File: src/rtl/dcfifo_arb_pkg.sv
// Shared types and helpers for the dcfifo write-side arbiter and its
// round-robin picker.
package dcfifo_arb_pkg;

  typedef enum logic {
    IDLE = 1'b0,
    LOCK = 1'b1
  } arb_state_e;

  // Bit width needed to index n items, never less than one bit.
  function automatic int clog2_min1(input int n);
    return (n <= 1) ? 1 : $clog2(n);
  endfunction

endpackage

File: src/rtl/dcfifo_rr_picker.sv
// Combinational round-robin picker: returns the first set request bit at
// or after ptr+1, wrapping past N-1 back to 0. Intended for reuse by the
// read-side schedulers as well.
module dcfifo_rr_picker
  import dcfifo_arb_pkg::*;
#(
  parameter int N = 4
) (
  input  logic [N-1:0]                req,
  input  logic [clog2_min1(N)-1:0]    ptr,
  output logic                        found,
  output logic [clog2_min1(N)-1:0]    winner
);

  localparam int IDX_W = clog2_min1(N);

  // Lowest set bit overall is the wrap-around fallback; lowest set bit
  // strictly above ptr overrides it (descending scan keeps the lowest).
  always_comb begin
    found  = 1'b0;
    winner = '0;
    for (int j = N - 1; j >= 0; j--) begin
      if (req[j]) begin
        found  = 1'b1;
        winner = IDX_W'(j);
      end
    end
    for (int j = N - 1; j >= 0; j--) begin
      if (req[j] && (j > int'(ptr))) begin
        winner = IDX_W'(j);
      end
    end
  end

endmodule

File: src/rtl/dcfifo_wr_arbiter.sv
// Round-robin arbiter sharing the single write port of a dcfifo among
// REQUESTERS packet sources. A grant is locked for a whole packet and
// packets are cut at MAX_PKT beats with a one-cycle pkt_err pulse.
// Optional macro DCFIFO_WR_ARB_ADMIT_EN: only start a packet when the
// FIFO has room for MAX_PKT words, so a started packet never stalls.
module dcfifo_wr_arbiter
  import dcfifo_arb_pkg::*;
#(
  parameter int REQUESTERS    = 4,
  parameter int WIDTH         = 8,
  parameter int MAX_PKT       = 16,
  parameter int FIFO_NUMWORDS = 256,
  parameter int FIFO_WIDTHU   = 8
) (
  input  logic                              clk,
  input  logic                              areset_n,
  input  logic [REQUESTERS-1:0]             req_valid,
  input  logic [REQUESTERS-1:0]             req_last,
  input  logic [REQUESTERS*WIDTH-1:0]       req_data,
  output logic [REQUESTERS-1:0]             req_ready,
  output logic                              fifo_wrreq,
  output logic [WIDTH-1:0]                  fifo_data,
  input  logic                              fifo_wrfull,
  input  logic [FIFO_WIDTHU-1:0]            fifo_wrusedw,
  output logic                              grant_active,
  output logic [clog2_min1(REQUESTERS)-1:0] grant_idx,
  output logic                              pkt_err
);

  localparam int IDX_W  = clog2_min1(REQUESTERS);
  localparam int CNT_W  = clog2_min1(MAX_PKT + 1);
  localparam int FREE_W = FIFO_WIDTHU + 1;
  localparam logic [CNT_W-1:0] LAST_BEAT = CNT_W'(MAX_PKT - 1);
  localparam logic [IDX_W-1:0] PTR_RST   = IDX_W'(REQUESTERS - 1);

  arb_state_e       state_q, state_d;
  logic [IDX_W-1:0] rr_ptr_q, rr_ptr_d;
  logic [IDX_W-1:0] grant_idx_q, grant_idx_d;
  logic [CNT_W-1:0] beat_cnt_q, beat_cnt_d;
  logic             pkt_err_q, pkt_err_d;
  logic             found;
  logic [IDX_W-1:0] winner;
  logic             admit;
  logic             at_max;
  logic             end_pkt;
  logic [FREE_W-1:0] free_words;
  logic             room_ok;

  dcfifo_rr_picker #(
    .N (REQUESTERS)
  ) u_picker (
    .req    (req_valid),
    .ptr    (rr_ptr_q),
    .found  (found),
    .winner (winner)
  );

  // wrusedw wraps to 0 when the FIFO is completely full, so wrfull forces
  // the free count to zero.
  assign free_words = fifo_wrfull ? '0
                    : FREE_W'(FIFO_NUMWORDS) - {1'b0, fifo_wrusedw};
  assign room_ok    = (free_words >= FREE_W'(MAX_PKT));

`ifdef DCFIFO_WR_ARB_ADMIT_EN
  assign admit = room_ok;
`else
  logic room_unused;
  assign room_unused = room_ok;
  assign admit       = 1'b1;
`endif

  assign grant_active = (state_q == LOCK);
  assign grant_idx    = grant_idx_q;
  assign pkt_err      = pkt_err_q;

  // Only the locked source sees ready, and only while the FIFO has space.
  always_comb begin
    req_ready = '0;
    if (grant_active && !fifo_wrfull) begin
      req_ready[grant_idx_q] = 1'b1;
    end
  end

  assign fifo_wrreq = req_valid[grant_idx_q] & req_ready[grant_idx_q];
  assign fifo_data  = grant_active ? req_data[int'(grant_idx_q)*WIDTH +: WIDTH]
                                   : '0;

  assign at_max  = (beat_cnt_q == LAST_BEAT);
  assign end_pkt = fifo_wrreq & (req_last[grant_idx_q] | at_max);

  // Next-state logic: grant on any admitted request, release on the last
  // or MAX_PKT-th accepted beat; cutting a packet raises pkt_err.
  always_comb begin
    state_d     = state_q;
    rr_ptr_d    = rr_ptr_q;
    grant_idx_d = grant_idx_q;
    beat_cnt_d  = beat_cnt_q;
    pkt_err_d   = 1'b0;
    case (state_q)
      IDLE: begin
        if (found && admit) begin
          state_d     = LOCK;
          grant_idx_d = winner;
          rr_ptr_d    = winner;
          beat_cnt_d  = '0;
        end
      end
      LOCK: begin
        if (fifo_wrreq) begin
          beat_cnt_d = beat_cnt_q + 1'b1;
          if (end_pkt) begin
            state_d   = IDLE;
            pkt_err_d = at_max & ~req_last[grant_idx_q];
          end
        end
      end
    endcase
  end

  // State register with asynchronous clear of every control flop.
  always_ff @(posedge clk or negedge areset_n) begin
    if (!areset_n) begin
      state_q     <= IDLE;
      rr_ptr_q    <= PTR_RST;
      grant_idx_q <= '0;
      beat_cnt_q  <= '0;
      pkt_err_q   <= 1'b0;
    end else begin
      state_q     <= state_d;
      rr_ptr_q    <= rr_ptr_d;
      grant_idx_q <= grant_idx_d;
      beat_cnt_q  <= beat_cnt_d;
      pkt_err_q   <= pkt_err_d;
    end
  end

endmodule

File: config.mk
export PLATFORM = sky130hd
export DESIGN_NAME = dcfifo_wr_arbiter
export DESIGN_NICKNAME = d
export VERILOG_FILES = /design/src/rtl/dcfifo_arb_pkg.sv /design/src/rtl/dcfifo_rr_picker.sv /design/src/rtl/dcfifo_wr_arbiter.sv
export SDC_FILE = /design/constraint.sdc
export NUM_CORES = 1
export LEC_CHECK = 0
export CORE_UTILIZATION = 50
export DETAILED_ROUTE_END_ITERATION = 8
export DONT_BUFFER_PORTS = 1
export GPL_TIMING_DRIVEN = 0
export MAX_ROUTING_LAYER = met4
export PLACE_DENSITY = 0.76
export REMOVE_ABC_BUFFERS = 1
export SLEW_MARGIN = 15
export SYNTH_ARGS = -nofsm -noshare
export SYNTH_HDL_FRONTEND = slang
export SYNTH_HIERARCHICAL = 1
export SYNTH_SLANG_ARGS = --single-unit
File: constraint.sdc
create_clock -name clk -period 4.35 [get_ports clk]
set_input_delay 0.87 -clock clk [delete_from_list [all_inputs] [get_ports clk]]
set_output_delay 0.87 -clock clk [all_outputs]
set_load 0.1 [all_outputs]
# --- After elaboration in Yosys (flattened, before gate mapping) ---
# Cells that the tools add are included.
totals:
  out_inout_bits: 17
  regBits: 11
  input_bits: 51
  wordCells: 60
classes:
  shifts: 1
  addsub: 1
  n_lt_le_gt_ge: 5
  eq_ne: 3
  reduce_logical: 8
  n_mux: 31
  bitwise_logic: 6
ops:
  columns: ["cell", "count"]
  rows:
  - ["$shiftx A32 B6 Y8", 1]
  - ["$mux W1", 14]
  - ["$mux W2", 7]
  - ["$mux W5", 2]
  - ["$pmux W5 S2", 1]
  - ["$mux W8", 1]
  - ["$bmux W1 S2", 3]
  - ["$add A5 B1 Y5 const B", 1]
  - ["$eq A5 B4 Y1 const B", 1]
  - ["$logic_and A1 B1 Y1", 5]
  - ["$gt A2 B2 Y1 const A", 2]
  - ["$mux W4", 1]
  - ["$ne A2 B2 Y1 const B", 2]
  - ["$reduce_and A2 Y1", 2]
  - ["$and A1 B1 Y1", 3]
  - ["$lt A2 B3 Y1 const B", 1]
  - ["$demux W1 S2", 1]
  - ["$ge A2 B1 Y1 const B", 1]
  - ["$gt A1 B2 Y1 const A", 1]
  - ["$not A1 Y1", 2]
  - ["$pmux W1 S2", 1]
  - ["$logic_not A1 Y1", 1]
  - ["$or A1 B1 Y1", 1]

# --- Logic depth before layout (Yosys ltp) ---
# Gate-level depths: netlist of the first run.
logic_depth:
  depth_word: 12
  mapped_depth: 5
  ltp_nobuf: 5

# --- Hierarchy ---
# Netlist of the first run, hierarchy kept.
modules_own_cells:
  columns: ["mod", "area_each_um2", "cells_each", "seq_area_each_um2", "n_inst"]
  rows:
  - ["dcfifo_wr_arbiter", 842.1, 76, 277.8, 1]
  - ["dcfifo_rr_picker", 86.3, 14, 0.0, 1]

# --- Least setup slack after synthesis of the first run ---
# No wires, ideal clock.
synth_path:
  path_kind: "reg2out"
  from: "register grant_idx_q[1] (netlist: grant_idx[1])"
  to: "output req_ready[2]"
  t_arrival_ns: 2.881
  required_ns: 3.480
  setup_slack_ns: 0.599
  path_buffers: 2
  stages_incl_launch_ff: 5
  path_cell_list: "dfrtp_1 > buf_2 > clkbuf_1 > inv_2 > nor2_1"
synth_between:
  elab_chain_len: 5
  elab_cells_between_ends: 6
  classes_between: "order compare (2); mux (3); reduce/logical (1)"
synth_lines:
  columns: ["element", "line_no", "source"]
  rows:
  - ["from (decl)", "dcfifo_wr_arbiter.sv:38", "logic [IDX_W-1:0] grant_idx_q, grant_idx_d;"]
  - ["from (signal assigned)", "dcfifo_wr_arbiter.sv:131", "grant_idx_q <= grant_idx_d;"]
  - ["$lt A2 B3 Y1 (not written as such) or $ge A2 B1 Y1 (tied branches)", "dcfifo_wr_arbiter.sv:80", "req_ready[grant_idx_q] = 1'b1;"]
  - ["$logic_and A1 B1 Y1 (not written as such)", "dcfifo_wr_arbiter.sv:80", null]
  - ["$mux W1 (not written as such)", "dcfifo_wr_arbiter.sv:80", null]
  - ["$demux W1 S2 *", "dcfifo_wr_arbiter.sv:80", null]
  - ["$mux W4 *", "dcfifo_wr_arbiter.sv:79", "if (grant_active && !fifo_wrfull) begin"]
  - ["to (decl)", "dcfifo_wr_arbiter.sv:20", "output logic [REQUESTERS-1:0] req_ready,"]
# Every way passes the cells marked *; elsewhere a longest branch is shown, timed or not.

# --- Final worst setup path of the first run ---
layout_path:
  from: "register state_q (netlist: grant_active)"
  to: "output req_ready[0]"
layout_between:
  elab_chain_len: 2
layout_lines:
  columns: ["element", "line_no", "source"]
  rows:
  - ["from (decl)", "dcfifo_wr_arbiter.sv:36", "arb_state_e state_q, state_d;"]
  - ["from (signal assigned)", "dcfifo_wr_arbiter.sv:129", "state_q <= state_d;"]
  - ["$logic_and A1 B1 Y1", "dcfifo_wr_arbiter.sv:79", null]
  - ["$mux W4", "dcfifo_wr_arbiter.sv:79", null]
# Every way passes these cells.

==> results of run 1 <==
==> through the flow <==
step | cell area, um^2 | instances
finish | 973 | 115
global route | 973 | 115
CTS | 973 | 115
detailed placement | 947 | 111
global placement | 935 | 111
floorplan | 903 | 86
==> state kept, by name, summed over array words and instances (netlist names) <==
register	count
beat_cnt_q	5
grant_idx	2
pkt_err	1
grant_active	1
rr_ptr_q	2
==> worst max-delay path: stages (launching register included) <==
cell,delay (ps)
dfrtp_1,1140
or3b_4,510
nor2_2,810
==> worst max-delay path by stage <==
stage / slack, ps / to / start / cells after the start
global route: 630 / req_ready[2] / grant_active$_DFF_PN0_ / 2
CTS: 730 / req_ready[0] / grant_active$_DFF_PN0_ / 2
detailed placement: 1030 / req_ready[0] / grant_active$_DFF_PN0_ / 2
finish: 740 / req_ready[0] / grant_active$_DFF_PN0_ / 2
floorplan: 510 / req_ready[1] / grant_idx[0]$_DFFE_PN0P_ / 2
global placement: 340 / req_ready[3] / grant_idx[0]$_DFFE_PN0P_ / 2
==> synth_stat cells, drive strengths merged (2+ instances only) <==
library cell,n,area (um^2)
nor2,6,22.5
ha,2,25.0
buf,2,12.5
a21oi,5,25.0
o21ai,3,15.0
mux4,9,203
nand2b,4,27.5
inv,3,11.3
dfrtp,9,225
nand2,14,52.6
and2,8,50.1
dfstp,2,52.6
or3b,2,20.0
mux2i,5,50.1
==> cells by family after synthesis <==
family,count (synthesis)
AND/OR/NAND/NOR,41
buffers and inverters,7
XOR/XNOR,1
flip-flops,11
multiplexers,14
adder cells (fa/ha/maj),2
AO/OA/AOI/OAI,14
==> cell type report <==
cell class / count / area, um^2 / share of cell area
Clock buffer: 4 / 26.3 / 0.0270
Inverter: 3 / 11.3 / 0.0116
Multi-Input combinational cell: 72 / 624 / 0.641
Sequential cell: 11 / 280 / 0.288
Tap cell: 25 / 31.3 / 0.0321
==> per-layer routing <==
layer | vias up | global-route usage | share of wire
li1 | 334 | - | -
met1 | 336 | 0.219 | 0.37
met2 | 44 | 0.313 | 0.52
met3 | 2 | 0.0480 | 0.099
met4 | 0 | 0.109 | 0.011
met5 | - | - | 0
==> impl_metrics.sql, run 1 <==
INSERT INTO impl_metrics (metric_group, metric, value, unit) VALUES
('worst_setup_path', 'critical_path_required', '3480', 'ps'),
('clock_tree', 'worstSkewPairLatency', '260', 'ps'),
('finish', 'nets', '144', ''),
('global_route', 'antenna_found_initial', '0', ''),
('floorplanning', 'top_level_ports', '68', ''),
('yosys', 'synth.avg_cell_area', '10.3', 'um^2'),
('worst_setup_path', 'critPathLaunchType', 'register', ''),
('worst_setup_path', 'worstPathArrival', '2740', 'ps'),
('yosys', 'synthDistinctLibCells', '34', ''),
('worst_hold_path', 'min-delay-path-class', 'primary input to asynchronous set/reset pin', ''),
('worst_setup_path', 'worstRegToRegCells', '4', ''),
('yosys', 'yosysSeqAreaShare', '0.299', ''),
('detailed_routing', 'post-route-drc-count', '0', ''),
('yosys', 'synth-compound-area-share', '0.113', ''),
('place', 'preCtsSetupSlack', '1030', 'ps'),
('yosys', 'synth-simple-area-share', '0.240', ''),
('finish', 'final_common_cell', 'nand2_1', ''),
('worst_setup_path', 'cp_max_fo', '16', ''),
('clock_tree', 'hold_fix_buffers_at_cts', '0', ''),
('yosys', 'post_syn_area', '928', 'um^2'),
('detailed_routing', 'ant_nets', '0', ''),
('global_route', 'grt_util_overall', '0.194', ''),
('clock_tree', 'cts-root-buf', 'clkbuf_4', ''),
('clock_tree', 'cts_sinks', '11', ''),
('detailed_routing', 'drc_violation_total_after_the_first_tritonroute_iteration', '11', ''),
('finish', 'postLayoutCoreUtil', '0.564', ''),
('finish', 'layout-area-overhead-vs-synth', '4.85', '%'),
('place', 'hpwl_after_detailed_placement', '1490', 'um'),
('sta', 'worst_slew_margin_rel', '0.200', ''),
('detailed_routing', 'drt_wl_total', '1870', 'um'),
('sta', 'sum_of_negative_setup_slack', '0', 'ps'),
('clock_tree', 'number_of_buffers_inserted_during_clock_tree_synthesis', '3', ''),
('clock_tree', 'ctsHtreeMaxLevel', '1', ''),
('run', 'cap_violations', '0', ''),
('sta', 'report.final.slew_viol_count', '0', ''),
('sta', 'final_critical_path_setup_slack', '744', 'ps'),
('worst_setup_path', 'r2r-end', 'beat_cnt_q[3]$_DFFE_PN0P_', ''),
('yosys', 'yosys_register_bits', '11', ''),
('sta', 'setup_violations', '0', ''),
('place', 'io_buffers', '0', ''),
('clock_tree', 'cts.repair_timing.setup_buffer_count', '0', ''),
('worst_setup_path', 'worst_r2r_startpoint', 'grant_active$_DFF_PN0_', ''),
('sta', 'final.min_clock_period', '3610', 'ps'),
('detailed_routing', 'wirelength_per_cell', '16.2', 'um'),
('yosys', 'synth_top_family_by_area', 'multiplexers', ''),
('place', 'globalplace.congestion', '0.675', ''),
('clock_tree', 'path_clk_slew', '70', 'ps'),
('floorplanning', 'die-height', '45.1', 'um'),
('finish', 'highest_count_cells_in_the_layout_ignoring_fill_and_taps', 'nand2_1, mux4_2, and2_1', ''),
('clock_tree', 'cts-resized-gates', '0', ''),
('sta', 'fin_crit_sh', '0.829', ''),
('global_route', 'grt_pass1_vias', '629', ''),
('global_route', 'grt_first_pass_wirelength', '2660', 'um'),
('yosys', 'ys_warn_count', '6', ''),
('floorplanning', 'core_area', '0.00173', 'mm^2'),
('global_route', 'grt-ovfl-total', '0', ''),
('sta', 'worst_margin_slew', '1200', 'ps'),
('yosys', 'async_reset_ff_frac', '1.00', ''),
('sta', 'maxClockFrequency', '277', 'MHz'),
('sta', 'grt_setup_unrepaired', 'false', ''),
('yosys', 'post_synth_xor_area_fraction', '0.00943', ''),
('yosys', 'post_synth_fa_ha_maj_area_fraction', '0.0270', ''),
('yosys', 'synth_enable_flop_cells', '0', ''),
('worst_setup_path', 'end_kind', 'output pin', ''),
('yosys', 'yosys-mux-area-fraction', '0.272', ''),
('floorplanning', 'floorplan.die_area', '0.00203', 'mm^2'),
('outcome', 'status', 'finished clean', ''),
('sta', 'layout_skew', '4.61', 'ps'),
('global_route', 'grt_start_max_net_pins', '17', ''),
('finish', 'n_fill_cell', '145', ''),
('yosys', 'post_synth_inst_count', '90', '');
Power of run 1 is left out: the tool's default activity adds up to more than one toggle a clock period on the data nets, which glitch-free logic cannot reach.
==> run 2: changes to the inputs <==
==> constraint.sdc (replaced) <==
create_clock -name clk -period 3.4 [get_ports clk]
set_input_delay 0.68 -clock clk [delete_from_list [all_inputs] [get_ports clk]]
set_output_delay 0.68 -clock clk [all_outputs]
set_load 0.1 [all_outputs]
==> impl_metrics.sql, run 2 (same netlist as run 1, synthesis figures left out) <==
INSERT INTO impl_metrics (metric_group, metric, value, unit) VALUES
('global_route', 'grt_util_overall', '0.194', ''),
('place', 'globalplace.congestion', '0.675', ''),
('place', 'place_area', '947', 'um^2'),
('worst_setup_path', 'cp_max_fo', '15', ''),
('sta', 'final.min_clock_period', '3130', 'ps'),
('place', 'preCtsSetupSlack', '270', 'ps'),
('worst_setup_path', 'worstPathBufferInverterCount', '0', ''),
('place', 'hpwl_after_detailed_placement', '1490', 'um'),
('floorplanning', 'core_area', '0.00173', 'mm^2'),
('clock_tree', 'number_of_buffers_inserted_during_clock_tree_synthesis', '3', ''),
('global_route', 'antenna_found_initial', '0', ''),
('floorplanning', 'top_level_ports', '68', ''),
('sta', 'hold_viol_final', '0', ''),
('sta', 'setup_violations', '0', ''),
('worst_setup_path', 'ff2ff_setup_slack', '830', 'ps'),
('finish', 'seqCellArea', '282', 'um^2'),
('detailed_routing', 'route.vias.total', '716', ''),
('sta', 'worst_margin_slew', '1070', 'ps'),
('detailed_routing', 'drc_violation_total_after_the_first_tritonroute_iteration', '11', ''),
('sta', 'report.final.slew_viol_count', '0', ''),
('clock_tree', 'hold_fix_buffers_at_cts', '0', ''),
('worst_setup_path', 'critical_path_required', '2720', 'ps'),
('worst_setup_path', 'cp_cell_sequence', 'nand3b_1 -> nor2_2', ''),
('worst_setup_path', 'critical_path.max_stage_delay', '910', 'ps'),
('worst_setup_path', 'critPathLaunchType', 'register', ''),
('sta', 'worst_slew_margin_rel', '0.287', ''),
('global_route', 'grt_use_met2', '0.313', ''),
('floorplanning', 'std_cell_rows', '15', ''),
('worst_hold_path', 'min-delay-path-class', 'primary input to asynchronous set/reset pin', ''),
('clock_tree', 'ctsHtreeMaxLevel', '1', ''),
('finish', 'layout-area-overhead-vs-synth', '4.99', '%'),
('finish', 'n_fill_cell', '145', ''),
('sta', 'fin_crit_sh', '0.920', ''),
('detailed_routing', 'drt_pre_antenna_iters', '4', ''),
('finish', 'final_common_cell', 'nand2_1', ''),
('floorplanning', 'floorplan.initialDensity', '0.538', ''),
('detailed_routing', 'post-route-drc-count', '0', ''),
('global_route', 'grt_first_pass_wirelength', '2660', 'um'),
('floorplanning', 'die_w', '45.1', 'um'),
('worst_setup_path', 'worstPathArrival', '2450', 'ps'),
('outcome', 'status', 'finished clean', ''),
('finish', 'multi_input_comb_area', '624', 'um^2'),
('global_route', 'gr-usage-met1', '0.219', ''),
('clock_tree', 'path_clk_slew', '70', 'ps'),
('finish', 'largest_register', 'beat_cnt_q', ''),
('detailed_routing', 'ant_nets', '0', ''),
('floorplanning', 'floorplan.die_area', '0.00203', 'mm^2'),
('clock_tree', 'tritoncts', 'yes', ''),
('place', 'io_buffers', '0', ''),
('global_route', 'grt_start_max_net_pins', '17', ''),
('sta', 'final_critical_path_setup_slack', '272', 'ps'),
('finish', 'nets', '144', ''),
('worst_setup_path', 'crit_family', 'simple AND/OR/NAND/NOR gates', ''),
('finish', 'insertedDiodeCount', '0', ''),
('global_route', 'grt-ovfl-total', '0', ''),
('worst_setup_path', 'critical-path-slowest-cell', 'dfrtp_2', ''),
('global_route', 'groute.layer.met3.usage', '0.0480', ''),
('finish', 'fraction_of_layout_cells_with_a_size_suffix_above_1', '0.300', ''),
('finish', 'final_cell_area', '975', 'um^2'),
('sta', 'layout_skew', '4.61', 'ps'),
('sta', 'grt_setup_unrepaired', 'false', ''),
('floorplanning', 'die-height', '45.1', 'um'),
('detailed_routing', 'vias_per_cell', '6.23', ''),
('detailed_routing', 'wirelength_per_cell', '16.2', 'um'),
('finish', 'largest_register_ffs', '5', ''),
('sta', 'maxClockFrequency', '320', 'MHz'),
('global_route', 'global_route.peak_usage_layer', 'met2', ''),
('global_route', 'grt_pass1_vias', '629', ''),
('worst_setup_path', 'critical_path_class', 'register to output pin', ''),
('clock_tree', 'cts_sinks', '11', ''),
('clock_tree', 'cts.repair_timing.setup_buffer_count', '0', ''),
('clock_tree', 'cts-root-buf', 'clkbuf_4', ''),
('detailed_routing', 'drt_wl_total', '1870', 'um'),
('run', 'cap_violations', '0', ''),
('finish', 'highest_count_cells_in_the_layout_ignoring_fill_and_taps', 'nand2_1, mux4_2, and2_1', ''),
('worst_setup_path', 'end_kind', 'output pin', ''),
('clock_tree', 'cts-resized-gates', '1', ''),
('clock_tree', 'cts_max_path_buffers', '2', ''),
('clock_tree', 'worstSkewPairLatency', '260', 'ps');
==> run 2: path summary, 6_finish.rpt <==
check,startpoint,endpoint,cells past startpoint
worst min-delay path,areset_n,beat_cnt_q[0]$_DFFE_PN0P_,0
worst max register to register,grant_idx[0]$_DFFE_PN0P_,beat_cnt_q[3]$_DFFE_PN0P_,4
min in group clk,rr_ptr_q[0]$_DFFE_PN1P_,rr_ptr_q[0]$_DFFE_PN1P_,2
max in group asynchronous,areset_n,rr_ptr_q[0]$_DFFE_PN1P_,0
worst max-delay path,grant_idx[0]$_DFFE_PN0P_,req_ready[1],2
worst min register to register,rr_ptr_q[0]$_DFFE_PN1P_,rr_ptr_q[0]$_DFFE_PN1P_,2
==> run 2: routing by layer <==
layer / up-vias / wire, um
li1: 334 / -
met1: 336 / 686
met2: 44 / 975
met3: 2 / 185
met4: 0 / 21
met5: - / 0
==> run 2: area by class of cell <==
cell class / count / share of cell area
inverter: 3 / 0.0116
clock buffer: 4 / 0.0270
multi-input combinational: 72 / 0.641
sequential: 11 / 0.289
tap: 25 / 0.0321
==> run 2: metrics by stage <==
stage / instances / utilization / hold slack (ps) / setup TNS [ps]
after floorplan: 86 / - / 384 / -683
after global placement: 111 / 0.541 / 385 / -1240
after detailed placement: 111 / 0.549 / 385 / 0
after CTS: 115 / 0.564 / 90.7 / 0
after global routing: 115 / 0.564 / 72.9 / 0
final: 115 / 0.564 / 103 / 0
Power of run 2 is left out for the same reason.
